`src/rtl/rr_arbiter_pkg.sv`:
```
// ============================================================================
// Module      : rr_arbiter_pkg
// Description : State encoding, requester count and round-robin pick helper
//               for the 4-way arbiter.
// Revision    : 1.0 - initial release
// ============================================================================
`default_nettype none

package rr_arbiter_pkg;

    localparam int NUM_REQ = 4;

    typedef enum logic [1:0] {
        IDLE    = 2'd0,
        GRANT   = 2'd1,
        RELEASE = 2'd2
    } arb_state_t;

    // First set request bit searching upward from last+1, wrapping 3->0.
    function automatic logic [1:0] rr_pick(input logic [NUM_REQ-1:0] req,
                                           input logic [1:0]         last);
        logic [1:0] w_idx;
        logic [1:0] w_win;
        logic       w_found;
        w_win   = last;
        w_found = 1'b0;
        for (int i = 1; i <= NUM_REQ; i++) begin
            w_idx = last + i[1:0];
            if (!w_found && req[w_idx]) begin
                w_win   = w_idx;
                w_found = 1'b1;
            end
        end
        return w_win;
    endfunction

endpackage

`default_nettype wire

```
`src/rtl/rr_arbiter_4_decoder.sv`:
```
// ============================================================================
// Module      : decoder_2_to_4
// Description : Enabled 2-to-4 one-hot decoder.
// Revision    : 1.0 - initial release
// ============================================================================
`default_nettype none

module decoder_2_to_4 (
    input  logic       EN,
    input  logic       A0,
    input  logic       A1,
    output logic [3:0] Y
);

    assign Y = EN ? (4'b0001 << {A1, A0}) : 4'b0000;

endmodule

`default_nettype wire

```
`src/rtl/rr_arbiter_4.sv`:
```
// ============================================================================
// Module      : rr_arbiter_4
// Description : 4-requester round-robin arbiter with a one-cycle dead RELEASE
//               between grants. Optional grant timeout via macro ARB_TIMEOUT_EN.
// Revision    : 1.0 - initial release
// ============================================================================
`default_nettype none

module rr_arbiter_4
    import rr_arbiter_pkg::*;
#(
    parameter int TIMEOUT_CYCLES = 16
) (
    input  logic                CLK,
    input  logic                RST,
    input  logic                EN,
    input  logic [NUM_REQ-1:0]  REQ,
    input  logic                DONE,
    output logic [NUM_REQ-1:0]  GNT,
    output logic [1:0]          GNT_IDX,
    output logic                BUSY,
    output logic                TOUT
);

    arb_state_t         r_state;
    arb_state_t         w_state_nxt;
    logic [1:0]         r_idx;
    logic [1:0]         w_idx_nxt;
    logic [NUM_REQ-1:0] r_gnt;
    logic [NUM_REQ-1:0] w_gnt_dec;
    logic               w_busy_nxt;
    logic               w_release;
    logic               w_timeout;

    assign w_release = DONE || !REQ[r_idx];

    always_comb begin
        w_state_nxt = r_state;
        w_idx_nxt   = r_idx;
        case (r_state)
            GRANT: begin
                if (w_release || w_timeout) begin
                    w_state_nxt = RELEASE;
                end
            end
            default: begin
                if (EN && (|REQ)) begin
                    w_state_nxt = GRANT;
                    w_idx_nxt   = rr_pick(REQ, r_idx);
                end else begin
                    w_state_nxt = IDLE;
                end
            end
        endcase
    end

    assign w_busy_nxt = (w_state_nxt == GRANT);

    // Decode the next-state index so the grant register lines up with GNT_IDX.
    decoder_2_to_4 u_dec (
        .EN (w_busy_nxt),
        .A0 (w_idx_nxt[0]),
        .A1 (w_idx_nxt[1]),
        .Y  (w_gnt_dec)
    );

    always_ff @(posedge CLK) begin
        if (RST) begin
            r_state <= IDLE;
            r_idx   <= 2'd3;
            r_gnt   <= '0;
        end else begin
            r_state <= w_state_nxt;
            r_idx   <= w_idx_nxt;
            r_gnt   <= w_gnt_dec;
        end
    end

`ifdef ARB_TIMEOUT_EN
    localparam int CNT_W = $clog2(TIMEOUT_CYCLES + 1);

    logic [CNT_W-1:0] r_cnt;
    logic             r_tout;

    // Counter reads 1 in the first GRANT cycle and clears outside GRANT.
    always_ff @(posedge CLK) begin
        if (RST) begin
            r_cnt  <= '0;
            r_tout <= 1'b0;
        end else begin
            if (w_busy_nxt) begin
                r_cnt <= (r_state == GRANT) ? r_cnt + 1'b1 : CNT_W'(1);
            end else begin
                r_cnt <= '0;
            end
            r_tout <= (r_state == GRANT) && w_timeout && !w_release;
        end
    end

    assign w_timeout = (r_cnt == CNT_W'(TIMEOUT_CYCLES));
    assign TOUT      = r_tout;
`else
    assign w_timeout = 1'b0;
    assign TOUT      = 1'b0;
`endif

    assign GNT     = r_gnt;
    assign GNT_IDX = r_idx;
    assign BUSY    = (r_state == GRANT);

endmodule

`default_nettype wire

```
`config.mk`:
```
export PLATFORM = sky130hd
export DESIGN_NAME = rr_arbiter_4
export DESIGN_NICKNAME = d
export VERILOG_FILES = /design/src/rtl/rr_arbiter_pkg.sv /design/src/rtl/rr_arbiter_4_decoder.sv /design/src/rtl/rr_arbiter_4.sv
export SDC_FILE = /design/constraint.sdc
export NUM_CORES = 1
export LEC_CHECK = 0
export CAP_MARGIN = 20
export CORE_MARGIN = 2
export CORE_UTILIZATION = 35
export CTS_CLUSTER_SIZE = 20
export DETAILED_ROUTE_END_ITERATION = 8
export GPL_TIMING_DRIVEN = 0
export PLACE_DENSITY_LB_ADDON = 0.25
export SETUP_SLACK_MARGIN = 0.1
export SLEW_MARGIN = 20
export SYNTH_ARGS = -nofsm -noshare
export SYNTH_HDL_FRONTEND = slang
export SYNTH_SLANG_ARGS = --single-unit
```
`constraint.sdc`:
```
create_clock -name CLK -period 4.65 [get_ports CLK]
set_clock_uncertainty 0.1 [all_clocks]
set_input_delay 0.6975 -clock CLK [delete_from_list [all_inputs] [get_ports CLK]]
set_output_delay 0.6975 -clock CLK [all_outputs]
set_load 0.005 [all_outputs]
```
Yosys cells after proc, flatten, opt, wreduce, memory -nomap -nowiden
Cells that the tools add are included.
W data, S select, Z words.
{"block": "word_totals", "ram_bits": 0, "out_inout_bits": 8, "latchBits": 0, "input_bits": 8, "romBits": 0, "elab_cells": 51, "n_memories": 0, "ff_bits": 8}
{"block": "classes", "n_bitwise": 1, "n_shift": 1, "muxes": 26, "n_div": 0, "mul": 0, "magnitude_cmp": 4, "eq_ne": 2, "add_sub_neg": 3, "reduce_logical": 11}
{"operator": "$mux W2", "count": 8}
{"operator": "$mux W1", "count": 14}
{"operator": "$lt A2 B3 Y1 const B", "count": 4}
{"operator": "$bmux W1 S2", "count": 4}
{"operator": "$add A2 B2 Y2 const B", "count": 2}
{"operator": "$eq A2 B1 Y1 const B", "count": 2}
{"operator": "$logic_and A1 B1 Y1", "count": 4}
{"operator": "$logic_not A1 Y1", "count": 4}
{"operator": "$reduce_or A4 Y1", "count": 1}
{"operator": "$shl A1 B2 Y4 const A", "count": 1}
{"operator": "$add A2 B1 Y2 const B", "count": 1}
{"operator": "$reduce_or A2 Y1", "count": 1}
{"operator": "$logic_or A1 B1 Y1", "count": 1}
{"operator": "$not A1 Y1", "count": 1}

Logic depth before layout (Yosys ltp)
{"block": "logic_depth", "word_depth": 22, "ltp_mapped": 5, "mapped_depth_nobuf": 4}

Modules after synthesis
A second synthesis with hierarchy kept.
{"block": "unflattened", "cells_unflattened": 60, "area_unflattened_um2": 526.8}
{"mod": "rr_arbiter_4", "seq_area_each_um2": 160.2, "area_per_inst_um2": 489.2, "cells_per_inst": 56, "n_inst": 1}
{"mod": "decoder_2_to_4", "seq_area_each_um2": 0.0, "area_per_inst_um2": 37.5, "cells_per_inst": 4, "n_inst": 1}

Worst setup path after synthesis
No wires, ideal clock.
{"block": "synth_path", "kind": "input port to flip-flop", "from": "in REQ[0]", "to": "reg r_gnt[1], in the netlist GNT[1]", "cell_stages": 5, "arrival_time_ns": 1.819, "path_slack_ns": 2.661, "setup_time_ns": 0.070, "required_time_ns": 4.480, "cell_sequence": "buf_2 nor4_2 or3b_4 a2111o_1 a21oi_1"}
{"block": "synth_between", "elab_chain_len": 21, "word_cells_on_any_way": 40, "classes_between": "1 x eq/ne; 1 x shift; 26 x mux; 1 x bitwise; 11 x reduce/logical"}
{"element": "from (decl)", "line": "rr_arbiter_4.sv:17", "rtl": "input logic [NUM_REQ-1:0] REQ,"}
{"element": "$bmux W1 S2", "line": "rr_arbiter_pkg.sv:29", "rtl": "if (!w_found && req[w_idx]) begin"}
{"element": "$mux W1 (not written as such)", "line": "rr_arbiter_pkg.sv:29"}
{"element": "$mux W1", "line": "rr_arbiter_pkg.sv:29"}
{"element": "$mux W1", "line": "rr_arbiter_4.sv:47", "rtl": "if (EN && (|REQ)) begin"}
{"element": "$mux W1", "line": "rr_arbiter_4.sv:40", "rtl": "case (r_state)"}
{"element": "$logic_not A1 Y1", "line": "rr_arbiter_pkg.sv:29"}
{"element": "$logic_and A1 B1 Y1", "line": "rr_arbiter_pkg.sv:29"}
{"element": "$mux W1", "line": "rr_arbiter_pkg.sv:29"}
{"element": "[... 5 more ...]"}
{"element": "$mux W1", "line": "rr_arbiter_4.sv:47"}
{"element": "$mux W1", "line": "rr_arbiter_4.sv:40"}
{"element": "$logic_not A1 Y1", "line": "rr_arbiter_pkg.sv:29"}
{"element": "$logic_and A1 B1 Y1", "line": "rr_arbiter_pkg.sv:29"}
{"element": "$mux W2", "line": "rr_arbiter_pkg.sv:29"}
{"element": "$mux W2", "line": "rr_arbiter_4.sv:47"}
{"element": "$mux W2", "line": "rr_arbiter_4.sv:40"}
{"element": "$shl A1 B2 Y4", "line": "rr_arbiter_4_decoder.sv:15", "rtl": "assign Y = EN ? (4'b0001 << {A1, A0}) : 4'b0000;"}
{"element": "to (signal assigned)", "line": "rr_arbiter_4.sv:75", "rtl": "r_gnt <= w_gnt_dec;"}
{"element": "to (decl)", "line": "rr_arbiter_4.sv:29", "rtl": "logic [NUM_REQ-1:0] r_gnt;"}
Parallel ways exist; a longest one is shown, timed or not. The select of a mux whose other input is x is not followed.
A chain may end at the register's enable or synchronous reset.

Worst setup path after layout
{"block": "layout_path", "from": "in REQ[1]", "to": "reg r_gnt[3], in the netlist GNT[3]"}
The elaborated chain is that of the path after synthesis.

==> flow_metrics.tcl <==
set metrics [dict create \
    numCtsBuffers 3 \
    final_max_slew_viol_count 0 \
    ios 16 \
    drive_gt1_frac 0.2000 \
    nNetsFinal 85 \
    yosysTopAreaCellShare 0.3070 \
    nFillCells 146 \
    finalPower_uw 180.3 \
    gp_congestion 0.7294 \
    drt_iter0_markers 7 \
    grt_pass1_wl_mm 1.890 \
    cts_sinks 8 \
    cp_max_fo 8 \
    critPathKind "input pin to flop" \
    cts_hold_buffers 0 \
    chipHeight_um 42.61 \
    async_reset_ff_frac 0 \
    ant_nets 0 \
    grt_pass1_vias 420 \
    place_hpwl_um 864.6 \
    synthTopCellsByArea "dfxtp_1 31%, nor3b_1 5.8%, mux4_2 4.3%" \
    track_usage 0.1343 \
    cts_tree "built" \
    endpoint_kind "flop" \
    chipWidth_um 42.61 \
    antennaDiodeCount 0 \
    postPlaceCellArea_um2 660.6 \
    initial_core_util 0.3865 \
    finalHoldViolCount 0 \
    wl_per_cell_um 12.13 \
    wirelength_mm 1.092 \
    cts_root_buffer "clkbuf_4" \
    setup_ws_ns 2.341 \
    cts_resized 0 \
    static-leakage-power_uw 0.0002520 \
    synth-edff-count 0 \
    multi_input_area_um2 326.6 \
    drc 0 \
    grt_max_degree 11 \
    ys_ff_latch 8 \
    pre_cts_slack_ns 2.094 \
    power.density_nw_per_um2 263.9 \
    num_vias 472 \
    post-route-period-util 0.4967 \
    hold_class "flop to flop" \
    area_delta_synth_final_pct 30.94 \
    worstSetupStartpointType "input pin" \
    fin_crit_ns 2.309 \
    outcome "complete, no violations" \
    crit_required_ns 4.72 \
    final_core_util 0.5060 \
    viasPerCell 5.244 \
    regArea_um2 160.2 \
    clk_pin_slew_ns 0.05 \
    clk_path_buf_depth 2 \
    final_area_um2 683.2 \
    htree_num_levels 1 \
    yosysMostFrequentCell "dfxtp_1" \
    gr-total-overflow 0 \
    synth_nets 68 \
    post_cts_buffers 0 \
    finalSetupViolCount 0 \
    synthCells 60 \
    synthDistinctLibCells 33 \
    max_freq_mhz 433.0 \
    antenna_found_initial 0 \
    synth_top_cells_by_count "8 x dfxtp_1, 4 x a21oi_1, 4 x buf_2, 4 x nor2_1, 4 x nor3b_1" \
    cp.arrival_ns 2.38 \
    ir_worst_vdd_mv 0.2054 \
    ys_seq_area_frac 0.3070 \
    synth_ff_type "dfxtp_1" \
    clk_latency_ns 0.25 \
    postSynthAreaPerCell_um2 8.696 \
    setup-tns-final_ns 0 \
    rows 13 \
    die-area_um2 1816 \
    rsz0062_at_grt "no" \
    synth_area_um2 521.8 \
    drtPass1Iterations 2 \
    io_buffers 12 \
    yosys_warnings 0 \
    maxCapViolations 0 \
    yosysTopAreaCell "dfxtp_1" \
    coreArea_um2 1350 \
]
-- through the flow --
step           std cells  hold WS (ns)
2_1_floorplan         60        0.3885
3_3_place_gp          87        0.4186
3_5_place_dp          87        0.4195
4_1_cts               90        0.4264
5_1_grt               90        0.4485
6_report              90        0.4176
-- worst paths after layout --
kind	from	endpoint	slack, ns	cells past startpoint
max	REQ[1]	GNT[3]	2.34	5
min	r_state[1]	r_state[1]	0.42	2
max reg2reg	r_state[0]	GNT[3]	3.05	4
min reg2reg	r_state[1]	r_state[1]	0.42	2
-- per-layer routing --
layer | track usage | wire length, µm | share of wire | vias up
li1 | - | - | - | 255
met1 | 0.1818 | 523 | 0.48 | 205
met2 | 0.2031 | 507 | 0.46 | 12
met3 | 0.05603 | 60 | 0.055 | 0
met4 | 0.01875 | 0 | 0 | 0
met5 | 0 | 0 | 0 | -
-- final cells by class --
type                    count  area share
plain buffers               5     0.04029
repair buffers             12      0.1758
clock buffers               3     0.03297
inverters                   2     0.01099
flip-flops and latches      8      0.2344
multi-input cells          45      0.4780
well taps                  15     0.02747
-- critical path, stage by stage --
cell and delay (ns):
clkdlybuf4s50_1 0.63, nor4_2 0.10, or3b_4 0.42, a2111o_1 0.39
a21oi_1 0.15
-- state kept, by name (all words and copies together) (netlist names) --
name / cells
GNT_IDX: 2
GNT: 4
r_state: 2
-- power by group --
group          total [µW]  leakage, µW  switching (µW)  internal (µW)
clock network        51.2    0.0000138            21.7           29.4
logic                53.7     0.000173            25.2           28.5
registers            75.4    0.0000655            2.09           73.4
-- cell families (layout without fill, tap and decap cells) --
kind of cell | count (synthesis) | in the layout | synth area share
other cells | 1 | 1 | 0.007187
flops | 8 | 8 | 0.3069
buf+inv | 7 | 22 | 0.06716
mux | 1 | 1 | 0.04316
simple gates | 24 | 24 | 0.3093
compound gates | 19 | 19 | 0.2662
-- cell usage in the layout (no fill, tap or decap) --
cell type | netlist | final
mux4_2 | 1 | 1
a31oi_1 | 2 | 2
o211ai_1 | 1 | 1
clkbuf_4 | 0 | 3
nor2_1 | 4 | 4
a21boi_0 | 1 | 1
o2bb2ai_1 | 1 | 1
inv_1 | 2 | 2
nand2b_1 | 2 | 2
o21a_1 | 1 | 1
and3b_1 | 1 | 1
o21ai_0 | 1 | 1
dfxtp_1 | 8 | 8
a21o_1 | 1 | 1
nor4_2 | 1 | 1
clkdlybuf4s50_1 | 0 | 12
nand3_1 | 1 | 1
a31o_2 | 1 | 1
nor2b_1 | 2 | 2
buf_2 | 4 | 4
nand3b_1 | 1 | 1
and3b_2 | 1 | 1
nor3b_1 | 4 | 4
nand2_1 | 1 | 1
a2111o_1 | 1 | 1
a32oi_1 | 2 | 2
a21oi_1 | 4 | 4
or3b_2 | 1 | 1
or3b_4 | 1 | 1
and4_1 | 1 | 1
conb_1 | 1 | 1
buf_4 | 1 | 1
a2111oi_2 | 1 | 1
o21ai_1 | 2 | 2
nor3_1 | 3 | 3
Power figures use the tool's default switching activity.
